$ cat config.mk
export PLATFORM = sky130hd
export DESIGN_NAME = dma_priority_arbiter
export DESIGN_NICKNAME = d
export VERILOG_FILES = /design/src/rtl/dma_priority_arbiter.sv
export SDC_FILE = /design/constraint.sdc
export NUM_CORES = 1
export LEC_CHECK = 0
export BUFFER_PORTS_ARGS = -buffer_cell sky130_fd_sc_hd__buf_4
export CORE_MARGIN = 1.5
export CORE_UTILIZATION = 35
export CTS_BUF_LIST = sky130_fd_sc_hd__clkbuf_4 sky130_fd_sc_hd__clkbuf_8
export DETAILED_ROUTE_END_ITERATION = 10
export PLACE_DENSITY = 0.66
export SETUP_SLACK_MARGIN = 0.05
export SYNTH_ARGS = -nofsm -noshare
export SYNTH_HDL_FRONTEND = slang
export SYNTH_SLANG_ARGS = --single-unit
$ cat constraint.sdc
create_clock -name CLK -period 1.7 [get_ports CLK]
set_clock_uncertainty 0.1 [all_clocks]
set_input_delay 0.17 -clock CLK [delete_from_list [all_inputs] [get_ports CLK]]
set_output_delay 0.17 -clock CLK [all_outputs]
set_load 0.1 [all_outputs]
$ cat src/rtl/dma_priority_arbiter.sv
// dma_priority_arbiter: DMA request priority resolver and HRQ/HLDA/DACK handshake.
// Ports:
//   CLK, RESET (sync, active-high).
//   DREQ, mask, sw_req: channel requests, the mask register and software requests.
//   HLDA, xfer_done: CPU hold acknowledge and the end-of-service pulse.
//   ctrl_disable, rot_pri_en, dreq_sense_low, dack_sense_high: command-register controls.
//   HRQ, DACK: CPU hold request and per-channel acknowledge.
//   active_ch, ch_valid: the granted channel index and its valid flag.
//   req_done: one-hot pulse on normal completion of a service.
// Optional macro DMA_ARB_DREQ_SYNC_EN adds a two-flop synchronizer on each DREQ bit.
module dma_priority_arbiter #(
   parameter int NUM_CH = 4,
   localparam int CW = $clog2(NUM_CH)
) (
   input  logic              CLK,
   input  logic              RESET,
   input  logic [NUM_CH-1:0] DREQ,
   input  logic              HLDA,
   input  logic [NUM_CH-1:0] mask,
   input  logic [NUM_CH-1:0] sw_req,
   input  logic              ctrl_disable,
   input  logic              rot_pri_en,
   input  logic              dreq_sense_low,
   input  logic              dack_sense_high,
   input  logic              xfer_done,
   output logic              HRQ,
   output logic [NUM_CH-1:0] DACK,
   output logic [CW-1:0]     active_ch,
   output logic              ch_valid,
   output logic [NUM_CH-1:0] req_done
);

   typedef enum logic [1:0] {
      IDLE  = 2'd0,
      REQ   = 2'd1,
      GRANT = 2'd2
   } state_t;

   state_t            state;
   logic [NUM_CH-1:0] dreq_q;
   logic [NUM_CH-1:0] eff_req;
   logic [NUM_CH-1:0] dack_int;
   logic [CW-1:0]     prio_top;
   logic [CW-1:0]     base;
   logic [CW-1:0]     idx;
   logic [CW-1:0]     win;
   logic              found;

`ifdef DMA_ARB_DREQ_SYNC_EN
   logic [NUM_CH-1:0] dreq_s1;
   logic [NUM_CH-1:0] dreq_s2;

   // Flops reset to the inactive pin level so no request is seen out of reset
   always_ff @(posedge CLK) begin
      if (RESET) begin
         dreq_s1 <= {NUM_CH{dreq_sense_low}};
         dreq_s2 <= {NUM_CH{dreq_sense_low}};
      end else begin
         dreq_s1 <= DREQ;
         dreq_s2 <= dreq_s1;
      end
   end

   assign dreq_q = dreq_s2;
`else
   assign dreq_q = DREQ;
`endif

   assign eff_req = ((dreq_q ^ {NUM_CH{dreq_sense_low}}) & ~mask) | sw_req;

   // Circular search starting at base; CW-bit addition wraps modulo NUM_CH
   always_comb begin
      base  = rot_pri_en ? prio_top : '0;
      win   = '0;
      idx   = '0;
      found = 1'b0;
      for (int i = 0; i < NUM_CH; i++) begin
         idx = base + CW'(i);
         if (!found && eff_req[idx]) begin
            win   = idx;
            found = 1'b1;
         end
      end
   end

   always_ff @(posedge CLK) begin
      if (RESET) begin
         state     <= IDLE;
         HRQ       <= 1'b0;
         dack_int  <= '0;
         active_ch <= '0;
         ch_valid  <= 1'b0;
         req_done  <= '0;
         prio_top  <= '0;
      end else begin
         req_done <= '0;
         case (state)
            IDLE: begin
               if (|eff_req && !ctrl_disable) begin
                  state <= REQ;
                  HRQ   <= 1'b1;
               end
            end
            REQ: begin
               if (ctrl_disable || !(|eff_req)) begin
                  state <= IDLE;
                  HRQ   <= 1'b0;
               end else if (HLDA) begin
                  state     <= GRANT;
                  active_ch <= win;
                  dack_int  <= NUM_CH'(1) << win;
                  ch_valid  <= 1'b1;
               end
            end
            GRANT: begin
               // xfer_done wins over a simultaneous HLDA drop
               if (xfer_done) begin
                  state    <= IDLE;
                  HRQ      <= 1'b0;
                  dack_int <= '0;
                  ch_valid <= 1'b0;
                  req_done <= dack_int;
                  if (rot_pri_en)
                     prio_top <= active_ch + CW'(1);
               end else if (!HLDA) begin
                  state    <= IDLE;
                  HRQ      <= 1'b0;
                  dack_int <= '0;
                  ch_valid <= 1'b0;
               end
            end
            default: begin
               state    <= IDLE;
               HRQ      <= 1'b0;
               dack_int <= '0;
               ch_valid <= 1'b0;
            end
         endcase
      end
   end

   assign DACK = dack_int ^ {NUM_CH{~dack_sense_high}};

endmodule

== Word-level counts from Yosys, hierarchy flattened ==
Index checks and enable logic that the tools add are counted.
Storage, ports and cells
  logic and storage cells: 87
  bits of input ports: 20
  bits in registers: 16
  output and inout port bits: 12
Operators by class
  shifts and indexed selects: 1
  reductions and logical operators: 18
  multiplexer cells: 35
  add/sub/neg operators: 4
  equal/unequal tests: 8
  bitwise gates (word level): 10
  magnitude comparators: 4
Operators by type and width (count)
  $mux 2: 10
  $mux 4: 4
  $mux 1: 13
  $lt 2x3->1 const B: 4
  $pmux 4 s3: 1
  $reduce_and 3->1: 4
  $bmux 1 s2: 4
  $ne 2x2->1 const B: 4
  $xor 4x4->4: 2
  $ne 3x3->1 const B: 2
  $pmux 1 s3: 2
  $pmux 2 s3: 1
  $logic_not 1->1: 5
  $not 1->1: 5
  $add 2x1->2 const B: 2
  $add 2x2->2 const B: 2
  $and 4x4->4: 1
  $logic_and 1x1->1: 4
  $not 4->4: 1
  $or 4x4->4: 1
  $reduce_and 4->1: 1
  $reduce_or 4->1: 1
  $shl 1x2->4 const A: 1
  $reduce_or 3->1: 1
  4 further kinds: 4

== Depth between registers and ports, before layout ==
  depth in word-level cells: 19
  depth in mapped cells: 7
  depth with buffers taken out: 6

== Worst setup path before layout ==
Ideal clock, no wire load.
  path type: input -> output
  start point: input port dack_sense_high
  end point: output port DACK[0]
  data arrival time: 1.901 ns
  data required time: 1.430 ns
  path buffers: 1
  path slack: -0.471 ns
  stages: 2
  cells stage by stage: clkbuf_1 > xnor2_1
Between the ends
  longest elaborated chain between the ends: 2
RTL lines
  from (decl): RTL line 24  | input logic dack_sense_high,
  $not 1->1: RTL line 142  | assign DACK = dack_int ^ {NUM_CH{~dack_sense_high}};
  $xor 4x4->4: RTL line 142
  to (decl): RTL line 27  | output logic [NUM_CH-1:0] DACK,
Every way passes these cells.

== Worst setup path in the final report ==
  start point: input port dreq_sense_low
  end point: register dack_int[0]
Between the ends
  longest elaborated chain between the ends: 19
  elaborated cells between the ends (all ways): 33
  those cells by class: eq/ne: 1; shift: 1; mux: 18; bitwise: 3; reduce/logical: 10
RTL lines
  from (decl): RTL line 23  | input logic dreq_sense_low,
  $xor 4x4->4 (*): RTL line 69  | assign eff_req = ((dreq_q ^ {NUM_CH{dreq_sense_low}}) & ~mask) | sw_req;
  $and 4x4->4 (*): RTL line 69
  $or 4x4->4 (*): RTL line 69
  $bmux 1 s2: RTL line 79  | if (!found && eff_req[idx]) begin
  $mux 1 (not written as such): RTL line 79
  $mux 1: RTL line 79
  $logic_not 1->1: RTL line 79
  $logic_and 1x1->1: RTL line 79
  [... 3 more ...]
  $mux 1: RTL line 79
  $logic_not 1->1: RTL line 79
  $logic_and 1x1->1: RTL line 79
  $mux 2: RTL line 79
  $shl 1x2->4: RTL line 111  | dack_int <= NUM_CH'(1) << win;
  $mux 4: RTL line 108  | end else if (HLDA) begin
  $mux 4: RTL line 105  | if (ctrl_disable || !(|eff_req)) begin
  $pmux 4 s3: RTL line 97  | case (state)
  to (signal assigned): RTL line 111
  to (decl): RTL line 42  | logic [NUM_CH-1:0] dack_int;
Every way passes the cells marked *; elsewhere a longest branch is shown, timed or not. The select of a mux whose other input is x is not followed.
A chain may end at the register's enable or synchronous reset.

==> results.md <==
- Post-DP HPWL: around 1600 um
- Clock buffer depth: 2
- DRC viols: 0
- Crit path largest cell delay: about 480 ps
- Final min period: approximately 1500 ps
- Main synth FF type: dfxtp_1
- Pleak: 0.517 nW
- Final Cell Area: around 1300 sq um
- Critical path's slowest cell: o41ai_4
- Ys async rst share: 0%
- Final WS setup: 233 ps
- Area grow syn2layout: 32.8%
- Slew Viols, Final: 0
- ANT cells: 0
- Syn_nets: between 100 and 150
- Actual slew at the worst max-slew pin: about 400 ps
- Register area: 320 sq um
- Setup TNS: 0 ps
- Final Cycle Share: a little under nine tenths
- Met3 routed WL: 88 um
- Post-layout utilization of the core: roughly 50%
- Top-count cell post-synth: dfxtp_1
- Syn Std Cell Area: 950 sq um
- Fillers: approximately 260
- Switching Power: 0.000284 W
- Pre-antenna DRT Iters: 4
- Via count: roughly 790
- Startpoint Class: input port
- Critical-path maximum fanout: 5
- # rows: 18
- CTS tree: yes
- Max transition margin: 72.8%
- Gr ovfl total: 0
- Cell internal pwr: 0.000616 W
- Peak supply drop: 0.000602 V
- Num Clock Sinks: 16
- Number of max-cap violations: 0
- CORE AREA: approximately 2500 sq um
- Yosys warning count: 0
- Cells after synthesis: just under 100
- RSZ-0062 raised after global routing: no
- Die height: 55.1 um
- Starting Density: between 30% and 40%
- Crit-path leading delay family: compound AO/OA/AOI/OAI gates
- CTS Buf Count: 3
- Place WS: -77.9 ps
- Footprint of the multi-input gates: 597 sq um
- Port Buffers: 31
- Pwr dens: 714 nW/um^2
- Largest cells by area after synthesis: dfxtp_1, xnor2_4, xnor2_1
- Initial DRC count: 13
- Largest net degree at the start of global routing: 11
- Worst Path Buf+Inv: 2
- Avg Synthesized Cell Area: roughly 9.6 sq um
- CP required: between 1500 and 2000 ps
- WL/cell: roughly 12 um
- Total Routing Usage GR: 15.0%
- DR top layer: met4
- First-pass GRT wire length: approximately 3200 um
- Status: finished, final reports clean
- Met1 wire length: roughly 860 um
- Die ar.: 3030 sq um
- Clock share of power: ~28%
- WL met2: between 900 and 1000 um
- CTS H-Tree Depth: 1
- Max Clk Rate: 682 MHz
- Clock Root Buffer: clkbuf_4
- Initial antenna violation count: 0
- Routed WL: about 1900 um
- Dpl cell area: 1220 sq um
- Post-synth top cells: dfxtp_1, nand2_1, nor2_1, a21oi_1, xnor2_1
- Yosys cell types: 37
- Part of the power in combinational logic: between 20% and 30%
- DRT antenna net count: 0
- Sequential fraction of the synthesis area: 33.7%
- Endpoints failing setup: 0
- Boundary pin count: 32
- Register bit total from synthesis: 16
- Vias in the first global route: 725
- Post-synth top area share: between 30% and 40%
- Crit end category: flop
- Sw Share: a little under a third
- Largest area contributor in the netlist: dfxtp_1
- Hold Fails Final Rpt: 0
- Worst-path clk slew: approximately 100 ps
- Number of synthesized flops with an enable pin: 0
- Kind of critical path: input port to flop
- Clock latency on the worst-skew pair: between 200 and 300 ps
- Routability Congestion: between 0.8 and 0.9
- Arr. time, crit path: between 1500 and 2000 ps
- Worst hold path class: input port to flop
- Power share of the sequential group: 43.3%
- Layout cell share with drive strength beyond 1: ~40%
- Final nets: between 150 and 200
- Die width: 55.1 um
- Via/cell ratio: 4.85
- Crit path cell chain: buf_4, xnor2_4, o21bai_2, o41ai_4, buf_4, o211a_4, nand2_1, o21ai_0
- Cell mode on critical path: buf_4
[metrics by stage]
stage | hold WS, ps | instances | total power, W
after global routing | 15.4 | 163 | 0.000940
after floorplan | 236 | 99 | 0.000579
after CTS | 23.0 | 163 | 0.000904
after detailed placement | 328 | 159 | 0.000655
after global placement | 324 | 159 | 0.000651
final | 27.9 | 163 | 0.000900
[power by group through the flow]
stage	clock network [W]	registers (W)	logic, W
after global placement	0	0.000398	0.000253
after detailed placement	0	0.000398	0.000257
final	0.000254	0.000390	0.000256
after global routing	0.000276	0.000391	0.000273
after floorplan	0	0.000422	0.000156
after CTS	0.000257	0.000390	0.000257
[cell usage in the layout (no fill, tap or decap), drive strengths merged, types with 2 or more instances in the layout]
| cell type | instances |
|---|---|
| a211o | 2 |
| a211oi | 3 |
| a21oi | 7 |
| and2 | 5 |
| buf | 35 |
| clkbuf | 4 |
| dfxtp | 16 |
| inv | 2 |
| nand2 | 11 |
| nand2b | 2 |
| nor2 | 9 |
| nor3 | 2 |
| nor3b | 2 |
| o21ai | 6 |
| o21ba | 2 |
| o21bai | 4 |
| o41ai | 2 |
| xnor2 | 9 |
[worst register-to-register path: cells and delay by family, from the launching register on]
kind                   cells  cell delay, ps
and+or+nand+nor            2             290
buffers and inverters      1             160
DFF                        1             390
AOI/OAI and AO/OA          3             370
[layer usage]
| layer | track usage [%] | vias to the layer above |
|---|---|---|
| met4 | 3.66 | 0 |
| met5 | 0 | - |
| met2 | 26.4 | 18 |
| met1 | 17.4 | 355 |
| met3 | 4.84 | 2 |
| li1 | - | 416 |
[layout make-up]
type | count | area share [%]
clock buffer | 4 | 2.88
inverter | 2 | 0.595
tap | 30 | 2.98
sequential | 16 | 25.4
timing repair buffer | 35 | 20.8
multi-input combinational | 76 | 47.3
[timing repair]
action | in CTS | in global routing
endpoints found under the setup margin | 0 | 1
setup buffers | 0 | 0
resized for setup | 0 | 1
hold buffers | 0 | 0
[flip-flops by register name, indices dropped and copies added (netlist names)]
name,cells
dack_int,4
req_done,4
active_ch,2
prio_top,2
state,2
HRQ,1
ch_valid,1
[cell families after synthesis]
family | synth area share, %
AOI/OAI and AO/OA | 29.4
xor gates and xnor gates | 13.0
buffers and inverters | 3.69
DFF | 33.7
muxes | 1.05
and+or+nand+nor | 19.1
[worst paths after layout]
path                       startpoint                   endpoint  slack [ps]  depth (start not counted)
max reg2reg  prio_top[0]$_SDFFE_PP0P_   dack_int[0]$_SDFFE_PP0P_         270                          6
min                             RESET  active_ch[0]$_SDFFE_PP0P_          30                          2
max                    dreq_sense_low   dack_int[0]$_SDFFE_PP0P_         230                          8
min reg2reg     ch_valid$_SDFFE_PP0P_      ch_valid$_SDFFE_PP0P_         370                          1
Power figures use the tool's default switching activity.
